### config.mk
export PLATFORM = sky130hd
export DESIGN_NAME = pc_sequencer_flat
export DESIGN_NICKNAME = d
export VERILOG_FILES = /design/src/rtl/pc_seq_if.sv /design/src/rtl/pc_sequencer.sv /design/src/flat_wrapper.sv
export SDC_FILE = /design/constraint.sdc
export NUM_CORES = 1
export LEC_CHECK = 0
export ABC_AREA = 1
export CAP_MARGIN = 0
export CORE_MARGIN = 2
export CORE_UTILIZATION = 45
export CTS_BUF_LIST = sky130_fd_sc_hd__clkbuf_16
export DETAILED_ROUTE_END_ITERATION = 7
export PLACE_DENSITY = 0.8
export SETUP_SLACK_MARGIN = 0.15
export SLEW_MARGIN = 20
export SYNTH_ARGS = -nofsm -noshare
export SYNTH_HDL_FRONTEND = slang
export SYNTH_SLANG_ARGS = --single-unit
### constraint.sdc
create_clock -name clk -period 3.5 [get_ports clk]
set_input_delay 0.7 -clock clk [delete_from_list [all_inputs] [get_ports clk]]
set_output_delay 0.7 -clock clk [all_outputs]
set_load 0.01 [all_outputs]
### src/rtl/pc_seq_if.sv
// pc_seq_if: memory fetch port, decode handoff and redirect inputs of pc_sequencer.
interface pc_seq_if;
  logic        imem_req;
  logic [31:0] imem_addr;
  logic        imem_ack;
  logic [31:0] imem_rdata;
  logic        instr_valid;
  logic [31:0] instr;
  logic [31:0] instr_pc;
  logic        instr_ready;
  logic        br_valid;
  logic        br_taken;
  logic [15:0] br_imm;
  logic        jmp_valid;
  logic [25:0] jmp_index;
  logic [31:0] br_pc;

  modport master (
    output imem_req, imem_addr, instr_valid, instr, instr_pc,
    input  imem_ack, imem_rdata, instr_ready,
           br_valid, br_taken, br_imm, jmp_valid, jmp_index, br_pc
  );

  modport slave (
    input  imem_req, imem_addr, instr_valid, instr, instr_pc,
    output imem_ack, imem_rdata, instr_ready,
           br_valid, br_taken, br_imm, jmp_valid, jmp_index, br_pc
  );
endinterface

### src/rtl/pc_sequencer.sv
// pc_sequencer: owns the PC, issues one fetch at a time and applies branch/jump redirects.
// Optional fetch/flush performance counters are enabled by defining PC_SEQ_PERF_EN.
module pc_sequencer #(
  parameter logic [31:0] RESET_PC = 32'h0000_0000
) (
  input  logic        clk,
  input  logic        rst_n,
  pc_seq_if.master    bus
`ifdef PC_SEQ_PERF_EN
  ,
  output logic [31:0] fetch_cnt_o,
  output logic [31:0] flush_cnt_o
`endif
);

  localparam int unsigned XLEN = 32;

  typedef enum logic [1:0] {ST_RST, ST_FETCH, ST_DROP, ST_HOLD} state_e;

  state_e            state_q;
  logic [XLEN-1:0]   pc_q;
  logic [XLEN-1:0]   drop_tgt_q;
  logic              req_q;
  logic              valid_q;
  logic [XLEN-1:0]   instr_q;
  logic [XLEN-1:0]   instr_pc_q;

  logic              redirect;
  logic [XLEN-1:0]   seq_pc;
  logic [XLEN-1:0]   br_tgt;
  logic [XLEN-1:0]   jmp_tgt;
  logic [XLEN-1:0]   tgt;

  // Redirect target: jump wins over a taken branch when both resolve together.
  assign seq_pc   = bus.br_pc + XLEN'(4);
  assign br_tgt   = seq_pc + {{14{bus.br_imm[15]}}, bus.br_imm, 2'b00};
  assign jmp_tgt  = {seq_pc[31:28], bus.jmp_index, 2'b00};
  assign redirect = bus.jmp_valid | (bus.br_valid & bus.br_taken);
  assign tgt      = bus.jmp_valid ? jmp_tgt : br_tgt;

  always_ff @(posedge clk or negedge rst_n) begin
    if (!rst_n) begin
      state_q    <= ST_RST;
      pc_q       <= RESET_PC;
      drop_tgt_q <= '0;
      req_q      <= 1'b0;
      valid_q    <= 1'b0;
      instr_q    <= '0;
      instr_pc_q <= '0;
    end else begin
      case (state_q)
        ST_RST: begin
          state_q <= ST_FETCH;
          req_q   <= 1'b1;
        end
        ST_FETCH: begin
          if (bus.imem_ack) begin
            if (redirect) begin
              pc_q <= tgt;
            end else begin
              instr_q    <= bus.imem_rdata;
              instr_pc_q <= pc_q;
              pc_q       <= pc_q + XLEN'(4);
              req_q      <= 1'b0;
              valid_q    <= 1'b1;
              state_q    <= ST_HOLD;
            end
          end else if (redirect) begin
            drop_tgt_q <= tgt;
            state_q    <= ST_DROP;
          end
        end
        ST_DROP: begin
          // Address stays on the abandoned fetch until memory answers it.
          if (bus.imem_ack) begin
            pc_q    <= redirect ? tgt : drop_tgt_q;
            state_q <= ST_FETCH;
          end else if (redirect) begin
            drop_tgt_q <= tgt;
          end
        end
        ST_HOLD: begin
          if (redirect) begin
            pc_q    <= tgt;
            valid_q <= 1'b0;
            req_q   <= 1'b1;
            state_q <= ST_FETCH;
          end else if (bus.instr_ready) begin
            valid_q <= 1'b0;
            req_q   <= 1'b1;
            state_q <= ST_FETCH;
          end
        end
        default: begin
          state_q <= ST_RST;
          req_q   <= 1'b0;
          valid_q <= 1'b0;
        end
      endcase
    end
  end

  assign bus.imem_req    = req_q;
  assign bus.imem_addr   = pc_q;
  assign bus.instr_valid = valid_q;
  assign bus.instr       = instr_q;
  assign bus.instr_pc    = instr_pc_q;

`ifdef PC_SEQ_PERF_EN
  logic            fetch_inc;
  logic            flush_inc;
  logic [XLEN-1:0] fetch_cnt_q;
  logic [XLEN-1:0] flush_cnt_q;

  assign fetch_inc = (state_q == ST_FETCH) & bus.imem_ack & ~redirect;
  assign flush_inc = (state_q != ST_RST) & redirect;

  always_ff @(posedge clk or negedge rst_n) begin
    if (!rst_n) begin
      fetch_cnt_q <= '0;
      flush_cnt_q <= '0;
    end else begin
      if (fetch_inc) fetch_cnt_q <= fetch_cnt_q + XLEN'(1);
      if (flush_inc) flush_cnt_q <= flush_cnt_q + XLEN'(1);
    end
  end

  assign fetch_cnt_o = fetch_cnt_q;
  assign flush_cnt_o = flush_cnt_q;
`endif

endmodule

### src/flat_wrapper.sv
// flat-port wrapper written by rule: the top's interface ports become plain ports
module pc_sequencer_flat 
#(
  parameter logic [31:0] RESET_PC = 32'h0000_0000
)
  (clk, rst_n, bus_imem_req, bus_imem_addr, bus_instr_valid, bus_instr, bus_instr_pc, bus_imem_ack, bus_imem_rdata, bus_instr_ready, bus_br_valid, bus_br_taken, bus_br_imm, bus_jmp_valid, bus_jmp_index, bus_br_pc);
  pc_seq_if bus_i ();
  input  logic clk;
  input  logic rst_n;
  output wire logic [$bits(bus_i.imem_req)-1:0] bus_imem_req;
  output wire logic [$bits(bus_i.imem_addr)-1:0] bus_imem_addr;
  output wire logic [$bits(bus_i.instr_valid)-1:0] bus_instr_valid;
  output wire logic [$bits(bus_i.instr)-1:0] bus_instr;
  output wire logic [$bits(bus_i.instr_pc)-1:0] bus_instr_pc;
  input wire logic [$bits(bus_i.imem_ack)-1:0] bus_imem_ack;
  input wire logic [$bits(bus_i.imem_rdata)-1:0] bus_imem_rdata;
  input wire logic [$bits(bus_i.instr_ready)-1:0] bus_instr_ready;
  input wire logic [$bits(bus_i.br_valid)-1:0] bus_br_valid;
  input wire logic [$bits(bus_i.br_taken)-1:0] bus_br_taken;
  input wire logic [$bits(bus_i.br_imm)-1:0] bus_br_imm;
  input wire logic [$bits(bus_i.jmp_valid)-1:0] bus_jmp_valid;
  input wire logic [$bits(bus_i.jmp_index)-1:0] bus_jmp_index;
  input wire logic [$bits(bus_i.br_pc)-1:0] bus_br_pc;
  assign bus_imem_req = bus_i.imem_req;
  assign bus_imem_addr = bus_i.imem_addr;
  assign bus_instr_valid = bus_i.instr_valid;
  assign bus_instr = bus_i.instr;
  assign bus_instr_pc = bus_i.instr_pc;
  assign bus_i.imem_ack = bus_imem_ack;
  assign bus_i.imem_rdata = bus_imem_rdata;
  assign bus_i.instr_ready = bus_instr_ready;
  assign bus_i.br_valid = bus_br_valid;
  assign bus_i.br_taken = bus_br_taken;
  assign bus_i.br_imm = bus_br_imm;
  assign bus_i.jmp_valid = bus_jmp_valid;
  assign bus_i.jmp_index = bus_jmp_index;
  assign bus_i.br_pc = bus_br_pc;
  pc_sequencer #(.RESET_PC(RESET_PC)) u_core (.clk(clk), .rst_n(rst_n), .bus(bus_i));
endmodule
---- After elaboration in Yosys (flattened, before gate mapping) ----
Index checks and enable logic that the tools add are counted.
storage, ports and cells
  register bits ........................... 132
  input bits .............................. 113
  logic and storage cells ................. 59
operators by class
  add/subtract/negate cells ............... 3
  eq/ne operators ......................... 10
  mux-type cells .......................... 24
  bitwise operators ....................... 4
  reduce and logical (&&, ||, !) cells .... 11
operator list
  cell                     number
  $mux W32                 6
  $pmux W32 S3             1
  $add A32 B3 Y32 const B  2
  $add A32 B32 Y32         1
  $reduce_and A4 Y1        4
  $mux W2                  6
  $mux W1                  8
  $pmux W2 S4              1
  $ne A2 B2 Y1 const B     3
  $ne A3 B2 Y1 const B     2
  $reduce_bool A3 Y1       2
  $eq A2 B2 Y1 const B     2
  $ne A3 B3 Y1 const B     1
  $pmux W1 S3              1
  $reduce_and A3 Y1        1
  $eq A2 B1 Y1 const B     1
  $logic_not A2 Y1         1
  $ne A2 B1 Y1 const B     1
  $not A1 Y1               2
  $pmux W1 S2              1
  $reduce_and A2 Y1        1
  $reduce_bool A2 Y1       1
  $reduce_or A2 Y1         1
  $and A1 B1 Y1            1
  $or A1 B1 Y1             1

---- Longest topological paths before layout ----
Gate-level depths: netlist of run 1.
  depth in word-level cells ............... 6
  depth in mapped cells ................... 27

---- Worst setup path before layout of run 1 ----
No wires, ideal clock.
  kind .................................... input to register
  from .................................... in bus_br_pc[2]
  to ...................................... reg u_core.pc_q[30] (netlist: u_core.bus.imem_addr[30])
  setup time .............................. 0.116 ns
  arrival time ............................ 3.131 ns
  data required time ...................... 3.384 ns
  slack ................................... 0.253 ns
  cell stages on the path ................. 26
  path buffers ............................ 0
  cells stage by stage .................... ha_1 > nand2_1 > nor2_1 > and3_1 > nand3_1 > nor2_1 > nand2_1 > o22ai_1 > inv_1 > ha_1 > nand2_1 > inv_1 > nand2_1 > inv_1 > nand2_1 > inv_1 > a21oi_1 > nand2_1 > nand2_1 > nand3_1 > nand2_1 > nand2_1 > nand2_1 > nor2_1 > nor2_1 > nor2_1
between the ends
  longest elaborated chain between the ends .. 6
  elaborated cells on any way between the ends .. 9
RTL lines
  item                         line                                    text
  start, declared              flat_wrapper.sv:23                      input wire logic [$bits(bus_i.br_pc)-1:0] bus_br_pc;
  $add A32 B3 Y32 (*)          pc_sequencer.sv:35                      assign seq_pc = bus.br_pc + XLEN'(4);
  $add A32 B32 Y32             pc_sequencer.sv:36                      assign br_tgt = seq_pc + {{14{bus.br_imm[15]}}, bus.br_imm, 2'b00};
  $mux W32 (*)                 pc_sequencer.sv:39                      assign tgt = bus.jmp_valid ? jmp_tgt : br_tgt;
  $mux W32 (on tied branches)  pc_sequencer.sv:76, pc_sequencer.sv:58
  $mux W32 (on tied branches)  pc_sequencer.sv:75, pc_sequencer.sv:57
  $pmux W32 S3 (*)             pc_sequencer.sv:51                      case (state_q)
  end signal, assigned         pc_sequencer.sv:59                      pc_q <= tgt;
  end signal, assigned         pc_sequencer.sv:76                      pc_q <= redirect ? tgt : drop_tgt_q;
  end signal, assigned         pc_sequencer.sv:84                      pc_q <= tgt;
  end, declared                pc_sequencer.sv:21                      logic [XLEN-1:0] pc_q;
Every way passes the cells marked *; elsewhere a longest branch is shown, timed or not. The select of a mux whose other input is x is not followed.
A chain may end at the register's enable or synchronous reset.

---- Worst setup path in the final report of run 1 ----
  from .................................... in bus_br_pc[8]
  to ...................................... reg u_core.pc_q[28] (netlist: u_core.bus.imem_addr[28])
Same word-level chain as after synthesis.

==> summary.md, run 1 <==
| Metric | Value |
|---|---|
| Synth Instances | between 1.5k and 2k |
| Initial Utilization | between 40% and 50% |
| Nets@finish | 2102 |
| Asr flop ratio synth | 100.0% |
| Post-layout minimum cycle time | roughly 3.2 ns |
| Vias per Instance | ~5.2 |
| Worst-path clk slew | roughly 0.060 ns |
| Avg WL per Cell | approximately 16 um |
| Max rail drop VDD | between 0.0004 and 0.0005 V |
| CP Data Arrival Time | 3.57 ns |
| Max_cap viols | 0 |
| Worst Hold Class | in2async |
| CTS Buf Count | 17 |
| CTS tree | built |
| Power share of the clock group | roughly 19% |
| Vias in the first global route | about 11k |
| Seq/Total Area, Yosys | between 30% and 40% |
| Root buf cell | clkbuf_16 |
| Internal power | about 6.1 mW |
| PwrDens | approximately 690 nW/um^2 |
| Max incr delay on CP | ~0.34 ns |
| Hold buffer count at CTS | 0 |
| Kind of start point of the critical path | input pin |
| Area grow syn2layout | 50.78% |
| XOR/XNOR Fraction of Synth Area | between 3 and 4% |
| Min Hold Slack | 0.2477 ns |
| Setup violators final | 0 |
| Final Cycle Share | between 90% and 100% |
| Total GRT Usage | between 20% and 30% |
| Congestion Overflow GR | 0 |
| Placed instance area | between 10000 and 15000 sq um |
| CTS Buffer Depth | 2 |
| Mux contribution to synthesized area | 3.837% |
| Die X-Extent | ~160 um |
| Primary FF master, synth | dfrtp_1 |
| Leak | around 8 nW |
| DRC | 0 |
| Initial antenna violation count | 0 |
| Slew Limit Fails | 0 |
| Final ANT Viol Nets | 0 |
| Gpl congestion | just under 1 |
| Mean Syn Cell Area | 6.581 sq um |
| Main combinational cell family by area after synthesis | simple AND/OR/NAND/NOR gates |
| Unrepaired setup endpoints after global routing | true |
| Yosys warnings | 0 |
| Final wirelength | between 30000 and 40000 um |
| Status | completed |
| Util after Layout | between 60 and 70% |
| Most frequent cells in the layout | 459 x nand2_1, 208 x inv_1, 199 x buf_4 |
| Hold Vio Cnt, Final | 0 |
| Yosys cell types | 50 |
| Critical Path, Cell by Cell | buf_2 -> nand2_2 -> nor2_4 -> nand2_2 -> nor3_4 -> nand2_2 -> buf_6 -> buf_4 -> xor2_1 -> ha_1 -> nand2_1 -> nand2_1 -> a21oi_4 -> nand2_2 -> a21oi_2 -> nand2_1 -> nand2_1 -> nand3_2 -> nand2_2 -> nor2_1 -> nor2_1 -> nand3_1 -> nand2_1 -> inv_1 |
| Compound-Gate Fraction of Synth Area | 10.23% |
| Clk sinks | between 100 and 150 |
| CORE AREA | roughly 23000 sq um |
| Placed insts | about 2.2k |
| First-pass GRT wire length | 54880 um |
| Largest net degree at the start of global routing | between 50 and 60 |
| Net switching power | between 4 and 5 mW |
| FP Rows | 55 |
| Crit path kind | in2reg |
| H-tree levels | 4 |
| Worst slew pin tran | between 0.7 and 0.8 ns |
| Post-synth EDFFs | 0 |
| CP required | approximately 3.8 ns |
| Worst skew pair latency | roughly 0.42 ns |
| Sw Ratio | a little over two fifths |
| Clock skew | approximately 0.012 ns |
| Post-route cell area | around 15000 sq um |
| Height of the die | around 160 um |
| CP max stage cell | ha_1 |
| Routed via count | between 10k and 15k |
| Ant. Diodes | 0 |
| Die ar. | about 24000 sq um |
| Max-slew headroom | 48.08% |
| First-pass detailed-route iteration total | 7 |
| Fin cells | between 2k and 2.5k |
| Mapped cell area | 10270 sq um |
| FMAX | 0.3078 GHz |
| Fraction of layout cells with a size suffix above 1 | 23.60% |
| IO Pins | 211 |
| Synth Area in Adders | about 4.9% |
| Sequential power share | roughly 27% |
| CP Max Fanout | 4 |
| Comb pwr share | approximately 54% |
| Post-synth net total | 1714 |
| Simple-Gate Fraction of Synth Area | around 36% |
| Iter 0 DRT Violations | around 1000 |
| CP Capture Type | flip-flop |
| DP HPWL | between 20000 and 30000 um |
| Commonest non-fill, non-tap cell in the layout | nand2_1 |
| #FFs+latches synth | 132 |
| Port Buffers | 210 |
| Pwr Total | approximately 11 mW |
-- what timing repair did --
item,4_1_cts,5_1_grt
gates cloned,0,0
gates resized for setup,76,158
setup endpoints to repair,45,45
hold endpoints to repair,0,0
buffers inserted,12,15
pin swaps,39,84
-- worst max-delay path, delay by kind of cell --
kind	cells	cell delay, ns
XOR/XNOR	1	0.13
adder cells (fa/ha/maj)	1	0.34
AO/OA/AOI/OAI	2	0.30
AND/OR/NAND/NOR	16	1.69
buffers and inverters	4	0.39
-- cells in the mapped netlist, drive strengths merged (2+ instances only) --
| cell type | n | share of area (%) |
|---|---|---|
| nor4 | 7 | 0.49 |
| and2 | 2 | 0.12 |
| o21bai | 6 | 0.44 |
| o21ai | 88 | 4.3 |
| xor2 | 27 | 2.3 |
| nand2 | 511 | 19 |
| clkbuf | 29 | 1.1 |
| nand3 | 117 | 5.8 |
| a211oi | 3 | 0.22 |
| o211ai | 3 | 0.22 |
| nand3b | 4 | 0.29 |
| ha | 39 | 4.8 |
| buf | 15 | 0.80 |
| nand4 | 25 | 1.6 |
| a21boi | 9 | 0.66 |
| o22ai | 4 | 0.24 |
| nor3 | 20 | 1.2 |
| mux2 | 35 | 3.8 |
| dfrtp | 132 | 32 |
| inv | 219 | 8.0 |
| a21oi | 46 | 2.4 |
| a31oi | 18 | 1.1 |
| a22oi | 3 | 0.22 |
| nor2 | 161 | 6.2 |
| or2 | 17 | 1.0 |
| xnor2 | 13 | 1.1 |
-- worst paths after layout --
check / start / to / slack [ns] / cells after the start
max in group asynchronous: rst_n / u_core.bus.instr[29] / 2.31 / 2
worst max-delay path: bus_br_pc[8] / u_core.bus.imem_addr[28] / 0.25 / 24
worst min-delay path: rst_n / u_core.bus.instr[10] / 0.25 / 1
worst max register to register: u_core.state_q[0] / u_core.bus.imem_addr[24] / 0.90 / 12
worst min register to register: u_core.drop_tgt_q[5] / u_core.drop_tgt_q[5] / 0.48 / 2
min in group clk: u_core.drop_tgt_q[5] / u_core.drop_tgt_q[5] / 0.48 / 2
-- power by group through the flow --
stage	Combinational, mW	Sequential, mW	Clock [mW]
after global routing	6.31	2.98	2.05
after CTS	5.63	2.88	1.98
after floorplan	2.85	3.04	0
final	5.82	2.90	1.97
after global placement	5.40	2.86	0
after detailed placement	5.52	2.89	0
-- routing by layer --
metal / wire [um] / vias to the layer above / global-route usage [%]
li1: - / 5747 / -
met1: 14760 / 5398 / 37.37
met2: 16990 / 565 / 46.79
met3: 2474 / 85 / 4.234
met4: 1353 / 0 / 11.46
met5: 0 / - / 0
-- layout make-up --
cell class              count  area [sq um]
clock inverters            15         221.5
fillers                  1853          7014
multi-input cells        1166          6660
well taps                 285         356.6
flip-flops and latches    132          3303
clock buffers              17         425.4
inverters                 219         822.0
repair buffers            413          3700
-- metrics by stage --
| step | setup slack [ns] | TNS [ns] |
|---|---|---|
| after global routing | 0.02427 | 0 |
| after detailed placement | -0.8510 | -25.38 |
| final | 0.2511 | 0 |
| after CTS | 0.1294 | 0 |
| after floorplan | 0.2533 | 0 |
| after global placement | -0.7969 | -21.62 |
-- sequential cells by signal, indices dropped and copies added (netlist names) --
register,cells
u_core.bus.imem_addr,32
u_core.bus.instr,32
u_core.bus.imem_req,1
u_core.bus.instr_valid,1
u_core.drop_tgt_q,32
u_core.state_q,2
u_core.bus.instr_pc,32
-- cell families (layout without fill, tap and decap cells) --
| logic type | count (synthesis) | in the layout |
|---|---|---|
| buffers and inverters | 263 | 664 |
| AO/OA/AOI/OAI | 186 | 186 |
| multiplexers | 35 | 35 |
| AND/OR/NAND/NOR | 865 | 865 |
| adder cells (fa/ha/maj) | 40 | 40 |
| XOR/XNOR | 40 | 40 |
| flip-flops | 132 | 132 |
Note: power is estimated with default switching activity, not from simulation.
==> inputs of run 2 (changes only) <==
==> constraint.sdc (replaced) <==
create_clock -name clk -period 3.5 [get_ports clk]
set_input_delay 0.7 -clock clk [delete_from_list [all_inputs] [get_ports clk]]
set_output_delay 0.7 -clock clk [all_outputs]
set_load 0.005 [all_outputs]
==> results of run 2 <==
The final DEF is identical to that of run 1. Status: completed.
Main changes from that run: total power 10.69 mW -> 10.47 mW; worst IR drop on VDD 0.0004921 V -> 0.0004905 V
==> patch: new RTL, settings of run 2 <==
Re-encode `state_e` (4 states) as one-hot, 4 bits wide.
--- a/src/rtl/pc_sequencer.sv
+++ b/src/rtl/pc_sequencer.sv
@@ -17,3 +17,3 @@
 
-  typedef enum logic [1:0] {ST_RST, ST_FETCH, ST_DROP, ST_HOLD} state_e;
+  typedef enum logic [3:0] {ST_RST = 4'b0001, ST_FETCH = 4'b0010, ST_DROP = 4'b0100, ST_HOLD = 4'b1000} state_e;
 
Check against the original RTL: same outputs for any inputs over 4 cycles, from zero or initial values and one cycle with rst_n low; so few cycles prove little.
==> patch against run 2 <==
  * Final area decreased by 1.3%
  * Sequential cell count increased by 2
  * Register-to-register slack got worse by 320 ps
  * Setup slack got worse by 14 ps
  * Largest cell class unchanged
  * Largest power group unchanged
  * Wire length increased by 1.8%
  * Power decreased by 12%
  * Synthesized area increased by 1.3%
  * Critical path type unchanged
  * Global-route usage increased by 1.2 points
==> patch: results (changes against run 2) <==
[metrics] Port-buffer cells: 210 (unchanged)
[metrics] VDD IR max: 395.0 uV (-19%)
[metrics] setup slack of the most critical reg-to-reg path: 580 ps (-320 ps)
[metrics] Inst Count DP: 2191 (+0.14%)
[metrics] Post-layout nets: 2089 (-0.62%)
[metrics] power in combinational cells: 4.57 mW (-18%)
[metrics] cts bufs inserted: 17 (unchanged)
[metrics] sequential group share of total power: 0.314 (+0.037)
[metrics] gate family responsible for the most delay along the worst path: simple AND/OR/NAND/NOR gates
[metrics] count of cell types in the netlist: 46 (-8.0%)
[metrics] filler cell count in the final layout: 1915 (+3.3%)
[metrics] r2r startpoint: u_core.bus.imem_addr[2]
[metrics] drt first-iter violations: 768 (-23%)
[metrics] Sw Share: 0.4030 (-0.01307)
[metrics] Clock Path Buffers: 2 (unchanged)
[metrics] HPWL after DPL: 27.82 mm (+4.4%)
[metrics] peak per-stage delay on the critical path: 310 ps (-30 ps)
[metrics] CP max FO: 4 (unchanged)
[metrics] Vias per Instance: 5.283 (+0.64%)
[metrics] total routing usage reported by global routing: 0.2947 (+0.01150)
[metrics] leakage power summed over all cells: 7.679 nW (-2.1%)
[metrics] number of antenna violations at the first check in global routing: 0 (unchanged)
[metrics] top cells by area, synth: sky130_fd_sc_hd__dfrtp_1, sky130_fd_sc_hd__nand2_1, sky130_fd_sc_hd__inv_1
[metrics] H-tree depth: 4 (unchanged)
[metrics] fraction of final layout cells with drive strength greater than 1: 0.2144 (-0.02155)
[metrics] end of the worst register-to-register path: u_core.bus.imem_addr[26]
[metrics] final estimated routing congestion in global placement: 0.9643 (+0.37%)
[metrics] Worst setup startpoint: bus_br_pc[14]
[metrics] Clk Latency, worst-skew pair: 430 ps
[metrics] routed via count: 11830 (+0.28%)
[metrics] first-pass GRT wire length: 56.86 mm (+3.6%)
[metrics] largest net degree at the start of global routing: 70 (+27%)
[metrics] Synth Warn #: 0 (unchanged)
[metrics] mean post-synth cell area: 6.515 sq um (-1.0%)
[metrics] vias in the first global route: 11150 (+1.5%)
[metrics] run status: completed
[metrics] CTS clock-pin slew for the worst setup and hold paths: 70 ps
[metrics] leading cell types by count after synthesis: sky130_fd_sc_hd__nand2_1, sky130_fd_sc_hd__inv_1, sky130_fd_sc_hd__dfrtp_1, sky130_fd_sc_hd__nand3_1, sky130_fd_sc_hd__nor2_1
[metrics] DR pass1 iterations: 6 (-1)
[metrics] average wire length per cell after detail routing: 16.18 um (+2.2%)
[metrics] number of nets produced by synthesis: 1745 (+1.8%)
[metrics] Max transition margin: 0.5372 (+0.05636)
[metrics] worst min path class: input port to async pin
[metrics] depth of the worst register-to-register path: 15 (+3)
[metrics] maximum clock skew at final layout: 13.88 ps (+2.041 ps)
[metrics] Seq/Total Area, Yosys: 0.3224 (+0.0008703)
[metrics] endpoint of the worst setup timing path: u_core.bus.imem_addr[29]
-- patch: cell types whose count changed in the layout (fill, tap and decap cells not counted), sizes merged, moves of 7 or more --
cell / delta
nand3b: +7
buf: -47
clkbuf: +9
dlymetal6s2s: -10
xor2: +9
a21boi: -9
o21ai: +8
nand2: +28
a21oi: -8
nor3: +13
o211ai: +7
inv: +24
nor2: -43
-- patch: final cells by class --
cell class	count	area share
clock buffer	17	0.02781
clock inverter	15	0.009162
inverter	242	0.05939
multi-input combinational	1175	0.4444
sequential	134	0.2193
tap	285	0.02331
timing repair buffer	371	0.2166
-- patch: what timing repair did --
action | 4_1_cts | 5_1_grt
hold buffers | 0 | 0
setup endpoints to repair | 40 | 38
hold endpoints to repair | 0 | 0
pin swaps | 34 | 66
gates resized for setup | 96 | 156
setup buffers | 11 | 5
-- patch: cell families (layout without fill, tap and decap cells) --
group,Yosys count,count (layout),synth area share
AND/OR/NAND/NOR,875,875,0.3548
buffers and inverters,288,645,0.1058
AO/OA/AOI/OAI,187,187,0.1008
flip-flops,134,134,0.3224
XOR/XNOR,46,46,0.03872
adder cells (fa/ha/maj),35,35,0.04281
multiplexers,32,32,0.03464
-- patch: through the flow --
step                setup WS [ps]  cell area, sq um  setup TNS, ps  hold WS, ps
global route                45.85             15290              0        303.9
floorplan                   280.9             10400              0        404.4
finish                      237.3             15290              0        254.3
detailed placement         -800.6             13790         -25240        465.4
global placement           -735.4             13790         -23180        453.8
CTS                         193.8             14740              0        288.0
-- patch: per-layer routing --
metal | routed length, um | global-route usage | vias up | part of all wire
met2 | 16900 | 0.4966 | 482 | 0.47
met1 | 15800 | 0.3934 | 5498 | 0.44
met4 | 1107 | 0.09655 | 0 | 0.031
met3 | 2409 | 0.03750 | 61 | 0.067
met5 | 0 | 0 | - | 0
li1 | - | - | 5787 | -
